===== src/rtl/cdm_err_sweep.sv =====
// Exhaustive error sweep of an external 2W-bit-product multiplier: error count, max and sum of |a*b - r|.
// Latency: done in cycle 2^(2W)+MUL_LAT+1 after the start edge; one operand pair issued per cycle.
// Backpressure: none; the multiplier must accept a pair every cycle, and start is ignored unless IDLE.
module cdm_err_sweep #(
    parameter int W       = 8,
    parameter int MUL_LAT = 0
) (
    input  logic             clk,
    input  logic             rst,
    input  logic             start,
    output logic             busy,
    output logic             done,
    output logic [W-1:0]     mul_a,
    output logic [W-1:0]     mul_b,
    input  logic [2*W-1:0]   mul_r,
    output logic [2*W:0]     err_cnt,
    output logic [2*W-1:0]   max_ed,
    output logic [4*W-1:0]   sum_ed
);

    localparam int PW = 2 * W;
    localparam int CW = (MUL_LAT > 1) ? $clog2(MUL_LAT) : 1;
    localparam logic [CW-1:0] DRAIN_LAST = CW'((MUL_LAT > 0) ? MUL_LAT - 1 : 0);

    typedef enum logic [1:0] {S_IDLE, S_RUN, S_DRAIN, S_FIN} state_t;

    state_t          state;
    logic [CW-1:0]   drain_cnt;
    logic            issue_vld;
    logic            last_pair;
    logic            sc_vld;
    logic [W-1:0]    sc_a;
    logic [W-1:0]    sc_b;
    logic [PW-1:0]   exact_p;
    logic [PW:0]     ed;
    logic            ed_nz;

    assign issue_vld = (state == S_RUN);
    assign last_pair = &{mul_a, mul_b};

    // Operands travel alongside the multiplier so each result is scored against its own pair.
    generate
        if (MUL_LAT == 0) begin : g_nodly
            assign sc_vld = issue_vld;
            assign sc_a   = mul_a;
            assign sc_b   = mul_b;
        end else begin : g_dly
            logic [MUL_LAT-1:0] vld_q;
            logic [W-1:0]       a_q [MUL_LAT];
            logic [W-1:0]       b_q [MUL_LAT];

            always_ff @(posedge clk) begin
                if (rst) begin
                    vld_q <= '0;
                end else begin
                    vld_q[0] <= issue_vld;
                    for (int i = 1; i < MUL_LAT; i++) begin
                        vld_q[i] <= vld_q[i-1];
                    end
                end
                a_q[0] <= mul_a;
                b_q[0] <= mul_b;
                for (int i = 1; i < MUL_LAT; i++) begin
                    a_q[i] <= a_q[i-1];
                    b_q[i] <= b_q[i-1];
                end
            end

            assign sc_vld = vld_q[MUL_LAT-1];
            assign sc_a   = a_q[MUL_LAT-1];
            assign sc_b   = b_q[MUL_LAT-1];
        end
    endgenerate

    assign exact_p = PW'(sc_a) * PW'(sc_b);

    always_comb begin
        ed = '0;
        if (exact_p >= mul_r) begin
            ed = {1'b0, exact_p} - {1'b0, mul_r};
        end else begin
            ed = {1'b0, mul_r} - {1'b0, exact_p};
        end
    end

    assign ed_nz = (ed != '0);

    always_ff @(posedge clk) begin
        if (rst) begin
            state     <= S_IDLE;
            busy      <= 1'b0;
            done      <= 1'b0;
            mul_a     <= '0;
            mul_b     <= '0;
            drain_cnt <= '0;
            err_cnt   <= '0;
            max_ed    <= '0;
            sum_ed    <= '0;
        end else begin
            if (sc_vld) begin
                err_cnt <= err_cnt + {{PW{1'b0}}, ed_nz};
                sum_ed  <= sum_ed + (4*W)'(ed);
                if (ed[PW-1:0] > max_ed) begin
                    max_ed <= ed[PW-1:0];
                end
            end

            case (state)
                S_IDLE: begin
                    done <= 1'b0;
                    if (start) begin
                        state   <= S_RUN;
                        busy    <= 1'b1;
                        mul_a   <= '0;
                        mul_b   <= '0;
                        err_cnt <= '0;
                        max_ed  <= '0;
                        sum_ed  <= '0;
                    end
                end
                S_RUN: begin
                    if (last_pair) begin
                        drain_cnt <= '0;
                        if (MUL_LAT == 0) begin
                            state <= S_FIN;
                            busy  <= 1'b0;
                            done  <= 1'b1;
                        end else begin
                            state <= S_DRAIN;
                        end
                    end else begin
                        {mul_a, mul_b} <= {mul_a, mul_b} + PW'(1);
                    end
                end
                S_DRAIN: begin
                    if (drain_cnt == DRAIN_LAST) begin
                        state <= S_FIN;
                        busy  <= 1'b0;
                        done  <= 1'b1;
                    end else begin
                        drain_cnt <= drain_cnt + 1'b1;
                    end
                end
                default: begin
                    state <= S_IDLE;
                    done  <= 1'b0;
                end
            endcase
        end
    end

endmodule

===== config.mk =====
export PLATFORM = sky130hd
export DESIGN_NAME = cdm_err_sweep
export DESIGN_NICKNAME = d
export VERILOG_FILES = /design/src/rtl/cdm_err_sweep.sv
export SDC_FILE = /design/constraint.sdc
export NUM_CORES = 1
export LEC_CHECK = 0
export BUFFER_PORTS_ARGS = -buffer_cell sky130_fd_sc_hd__buf_2
export CAP_MARGIN = 10
export CORE_ASPECT_RATIO = 1.2
export CORE_UTILIZATION = 55
export CTS_BUF_LIST = sky130_fd_sc_hd__clkbuf_8
export DETAILED_ROUTE_END_ITERATION = 10
export PLACE_DENSITY = 0.76
export SETUP_SLACK_MARGIN = 0.05
export SYNTH_ARGS = -nofsm -noshare
export SYNTH_HDL_FRONTEND = slang
export SYNTH_SLANG_ARGS = --single-unit

===== constraint.sdc =====
create_clock -name clk -period 12.1 [get_ports clk]
set_input_delay 1.815 -clock clk [delete_from_list [all_inputs] [get_ports clk]]
set_output_delay 1.815 -clock clk [all_outputs]
set_load 0.005 [all_outputs]

Yosys cells after proc, flatten, opt, wreduce, memory -nomap -nowiden. Cells that the tools add are included.

Bits in registers: 86.

Add/subtract/negate cells: 6. Multiply operators: 1. $lt $le $gt $ge: 2. Equality and inequality tests: 6. Mux-type cells: 29. Reductions and logical operators: 11.

Operator list (number): 2-to-1 mux 32 bit (3); 2-to-1 mux 17 bit (4); 2-to-1 mux 16 bit (4); subtractor 16 x 16 -> 17 bit (2); adder 32 x 17 -> 32 bit (1); one-hot mux 8 bit (2 select lines) (2); 2-to-1 mux 8 bit (3); adder 17 x 1 -> 17 bit (1); nonzero test 17 bit (1); adder 16 x 1 -> 16 bit (second input constant) (1); greater-or-equal comparator 16 bit (1); > comparator 16 bit (1); multiplier 8 x 8 -> 16 bit (1); AND reduction 16 bit (1); 2-to-1 mux 1 bit (6); 2-to-1 mux 2 bit (3); inequality test 2 bit (second input constant) (3); one-hot mux 2 bit (3 select lines) (1); AND reduction 3 bit (2); one-hot mux 1 bit (2 select lines) (2); AND reduction 2 bit (2); AND reduction 4 bit (1); nonzero test 2 bit (2); one-hot mux 1 bit (3 select lines) (1); 6 further kinds (6).

Logic depth before layout (Yosys ltp).
Word-level depth: 8. Gate-level depth with buffers: 42. Mapped depth without buffers: 39.

Least setup slack after synthesis. OpenSTA, ideal clock, no wires.

Path kind: register -> register. Start: register mul_a[1]. End: register sum_ed[30]. Library setup time: 132 ps. Arrival time: 8818 ps. Required time: 11968 ps. Path slack: 3150 ps. Cell stages (with the launch flop): 42. Buffers on the path: 3. Cells stage by stage: dfxtp_1 clkbuf_1 and2_1 fa_1 fa_1 inv_1 fa_1 fa_1 inv_1 ha_1 inv_1 nor2_1 nor2_1 o21bai_1 a21oi_1 o21bai_1 a21oi_1 o21bai_1 [6 not listed] nor4_4 a211oi_2 nand2_2 a21oi_2 xor2_1 ha_1 nor2b_1 o21ai_0 a21boi_0 o211ai_1 nand2_1 o41a_1 a221o_1 o31a_1 a311oi_2 buf_2 or3_1 a21oi_1.

Cells in the longest elaborated chain, start to end: 7.

RTL lines: start: declaration (RTL line 13) `output logic [W-1:0] mul_a,`; start signal: assignment (RTL line 132) `{mul_a, mul_b} <= {mul_a, mul_b} + PW'(1);`; multiplier 8 x 8 -> 16 bit * (RTL line 75) `assign exact_p = PW'(sc_a) * PW'(sc_b);`; subtractor 16 x 16 -> 17 bit (tied with other cells) (RTL line 82) `ed = {1'b0, mul_r} - {1'b0, exact_p};`; 2-to-1 mux 17 bit * (RTL line 79) `if (exact_p >= mul_r) begin`; adder 32 x 17 -> 32 bit * (RTL line 102) `sum_ed <= sum_ed + (4*W)'(ed);`; 2-to-1 mux 32 bit * (RTL line 100) `if (sc_vld) begin`; 2-to-1 mux 32 bit (RTL line 111) `if (start) begin`; 2-to-1 mux 32 bit * (RTL line 108) `case (state)`; end signal: assignment (RTL line 102); end: declaration (RTL line 18) `output logic [4*W-1:0] sum_ed`.

Mark *: on every way between the ends. The rest lies on a longest branch, timed or not. A chain may end at the register's enable or synchronous reset.

Final worst setup path.
Start: register mul_a[1]. End: register max_ed[10].

Cells in the longest elaborated chain, start to end: 8.

RTL lines: multiplier 8 x 8 -> 16 bit * (RTL line 75); subtractor 16 x 16 -> 17 bit (tied with other cells) (RTL line 82); 2-to-1 mux 17 bit * (RTL line 79); > comparator 16 bit (RTL line 103) `if (ed[PW-1:0] > max_ed) begin`; 2-to-1 mux 16 bit * (RTL line 103); 2-to-1 mux 16 bit * (RTL line 100); 2-to-1 mux 16 bit (RTL line 111); 2-to-1 mux 16 bit * (RTL line 108); end signal: assignment (RTL line 104) `max_ed <= ed[PW-1:0];`; end: declaration (RTL line 17) `output logic [2*W-1:0] max_ed,`.

Marks and branches as above.

==> results_dict.tcl <==
set metrics [dict create \
    outcome "finished, final reports clean" \
    synth_ff_type "dfxtp_1" \
    antenna_cells 0 \
    grt_pass1_vias 6809 \
    grt_pass1_wl_um 32000 \
    layout_common_cells "inv_1, ha_1, buf_2, nand2_1, nor2_1" \
    gr-total-overflow 0 \
    post-route-period-util_pct 86.6 \
    ys_warn_count 0 \
    yosys.area.top_type "dfxtp_1" \
    worst_path_max_delay_cell "a311oi_4" \
    post-dp-hpwl_um 15500 \
    initial_core_util_pct 56.4 \
    core-area_mm2 0.0150 \
    die_h_um 138 \
    cts_root_buffer "clkbuf_8" \
    h-tree-depth 3 \
    cts.sinks 85 \
    synth.yosys.seq_area_share_pct 20.2 \
    die_area_mm2 0.0158 \
    syn_area_per_cell_um2 8.11 \
    crit_type "reg -> reg" \
    p_per_area_mw_per_mm2 95.1 \
    cp.required_ps 12390 \
    max-cap-violations 0 \
    fin_worst_skew_ps 7.16 \
    maxSlewHeadroom_pct 28.1 \
    worst_setup_path_start_kind "register" \
    fmax_mhz 95.4 \
    drive_above_1_share_pct 12.7 \
    p_switching_mw 0.348 \
    grt_max_degree 48 \
    via_per_inst 5.58 \
    worst_pin_slew_ps 1080 \
    clkTransAtPathRegs_ps 90 \
    wl_per_cell_um 14.7 \
    ir_worst_vdd_uv 56.7 \
    finalSetupViolCount 0 \
    gp_routability_congestion 0.949 \
    synthDistinctLibCells 73 \
    port-buffer-count 101 \
    clockPowerShare_pct 22.4 \
    postRouteAntennaNets 0 \
    hold_buffers 0 \
    clk_latency_ps 370 \
    power.total_mw 0.874 \
    power_frac_comb_pct 39.4 \
    crit_top_cell "fa_1" \
    rsz0062_at_grt "false" \
    row_count 49 \
    synth_nets 1199 \
    layout.nets 1270 \
    routed_wirelength_um 19400 \
    async_flop_share_pct 0 \
    cts_tree "built" \
    syn-cell-area_mm2 0.00843 \
    ctsResizeCount 0 \
    p_leak_nw 4.33 \
    dpl_cell_area_mm2 0.00900 \
    final_common_cell "inv_1" \
    cts_buffers 9 \
    finalInstanceArea_mm2 0.00918 \
    final.min_clock_period_ps 10480 \
    synthCells 1040 \
    synth_top_area_share_pct 20.2 \
    die_w_um 115 \
    area_growth_pct 8.92 \
    crit_fanout 17 \
    drt-pass1-iter-count 5 \
    worstSetupEndpointType "register" \
    p_seq_share_pct 38.1 \
    drcViolationCount 0 \
    ios 102 \
    hold_violations 0 \
    cts_buffer_depth 2 \
    synth-edff-count 0 \
    arrival_ps 10770 \
    hold_class "reg -> reg" \
    postCtsSetupRepairBufs 0 \
    synth.area.top_cells "dfxtp_1, ha_1, fa_1" \
    tns_ps 0 \
    antenna_found_initial 0 \
    grtUsageTotal_pct 25.1 \
    fillCellCount 1394 \
    intPower_mw 0.525 \
    first_iter_violations 447 \
    swShare_pct 39.9 \
    critical-path-max-stage-delay_ps 960 \
    slew_violations 0 \
    synth-seq-cells 85 \
    routed-via-count 7367 \
]
-- critical path: cells and delay by family (launching register included) --
kind | cells | cell delay [ps]
AOI/OAI and AO/OA | 12 | 3650
adders and majority gates | 7 | 3060
and+or+nand+nor | 9 | 1850
muxes | 4 | 1050
DFF | 1 | 420
xor gates and xnor gates | 1 | 180
buffers and inverters | 3 | 170
-- kinds of logic (layout without fill, tap and decap cells) --
logic type,after synthesis,count (layout),synth area share (%)
XOR/XNOR,69,69,7.33
flip-flops,85,85,20.2
multiplexers,32,32,4.01
adder cells (fa/ha/maj),143,143,24.6
AND/OR/NAND/NOR,347,347,20.3
AO/OA/AOI/OAI,199,199,15.6
buffers and inverters,165,241,7.95
-- stage by stage --
step	cells	util, %	worst slack (ps)	hold WS, ps
6_report	1320	61.4	1620	475
2_1_floorplan	1040	-	3150	448
3_5_place_dp	1304	60.2	1580	463
3_3_place_gp	1304	60.2	1910	450
4_1_cts	1320	61.4	1550	475
5_1_grt	1320	61.4	912	499
-- layer usage --
metal | wire length (um) | track usage, % | vias to the layer above
met3 | 870 | 2.90 | 32
met2 | 9700 | 45.5 | 191
li1 | - | - | 3648
met4 | 439 | 7.58 | 0
met1 | 8430 | 31.0 | 3496
met5 | 0 | 0 | -
-- path summary, 6_finish.rpt --
check	start	endpoint	slack, ps	cells past startpoint
max	mul_a[1]	max_ed[10]	1620	36
min	max_ed[4]	max_ed[4]	480	2
max reg2reg	mul_a[1]	max_ed[10]	1620	36
min reg2reg	max_ed[4]	max_ed[4]	480	2
-- power groups by stage --
stage / logic, mW / registers (mW) / clock network [mW]
2_1_floorplan: 0.262 / 0.333 / 0
3_3_place_gp: 0.338 / 0.338 / 0
4_1_cts: 0.345 / 0.333 / 0.199
5_1_grt: 0.387 / 0.337 / 0.210
6_report: 0.345 / 0.333 / 0.196
3_5_place_dp: 0.344 / 0.340 / 0
-- cell type report --
cell class	count	area, um2	area share (%)
Clock buffer	9	124	1.35
Clock inverter	7	57.6	0.627
Inverter	121	454	4.95
Multi-Input combinational cell	790	6060	66.0
Sequential cell	85	1700	18.5
Tap cell	204	255	2.78
Timing Repair Buffer	104	528	5.75
-- synthesized netlist by cell type (7+ instances only) --
master,number
o21bai_1,8
inv_1,120
nand3_1,24
a211oi_1,9
a31oi_1,7
clkbuf_1,24
xnor2_1,34
nand4_1,12
nand2b_1,11
nand2_1,94
buf_2,7
a21oi_1,72
nor3_1,15
mux2i_1,29
and2_1,59
a21o_1,16
o21ai_1,8
nor2_1,87
xor2_1,34
and3_1,8
fa_1,39
dfxtp_1,85
ha_1,101
or3_1,15
o21ai_0,25
-- state kept, by name, summed over array words and instances, names as in the netlist --
signal / flops
state: 2
mul_b: 8
max_ed: 16
busy: 1
err_cnt: 17
sum_ed: 32
mul_a: 8
done: 1
(Power assumes the default switching activity.)
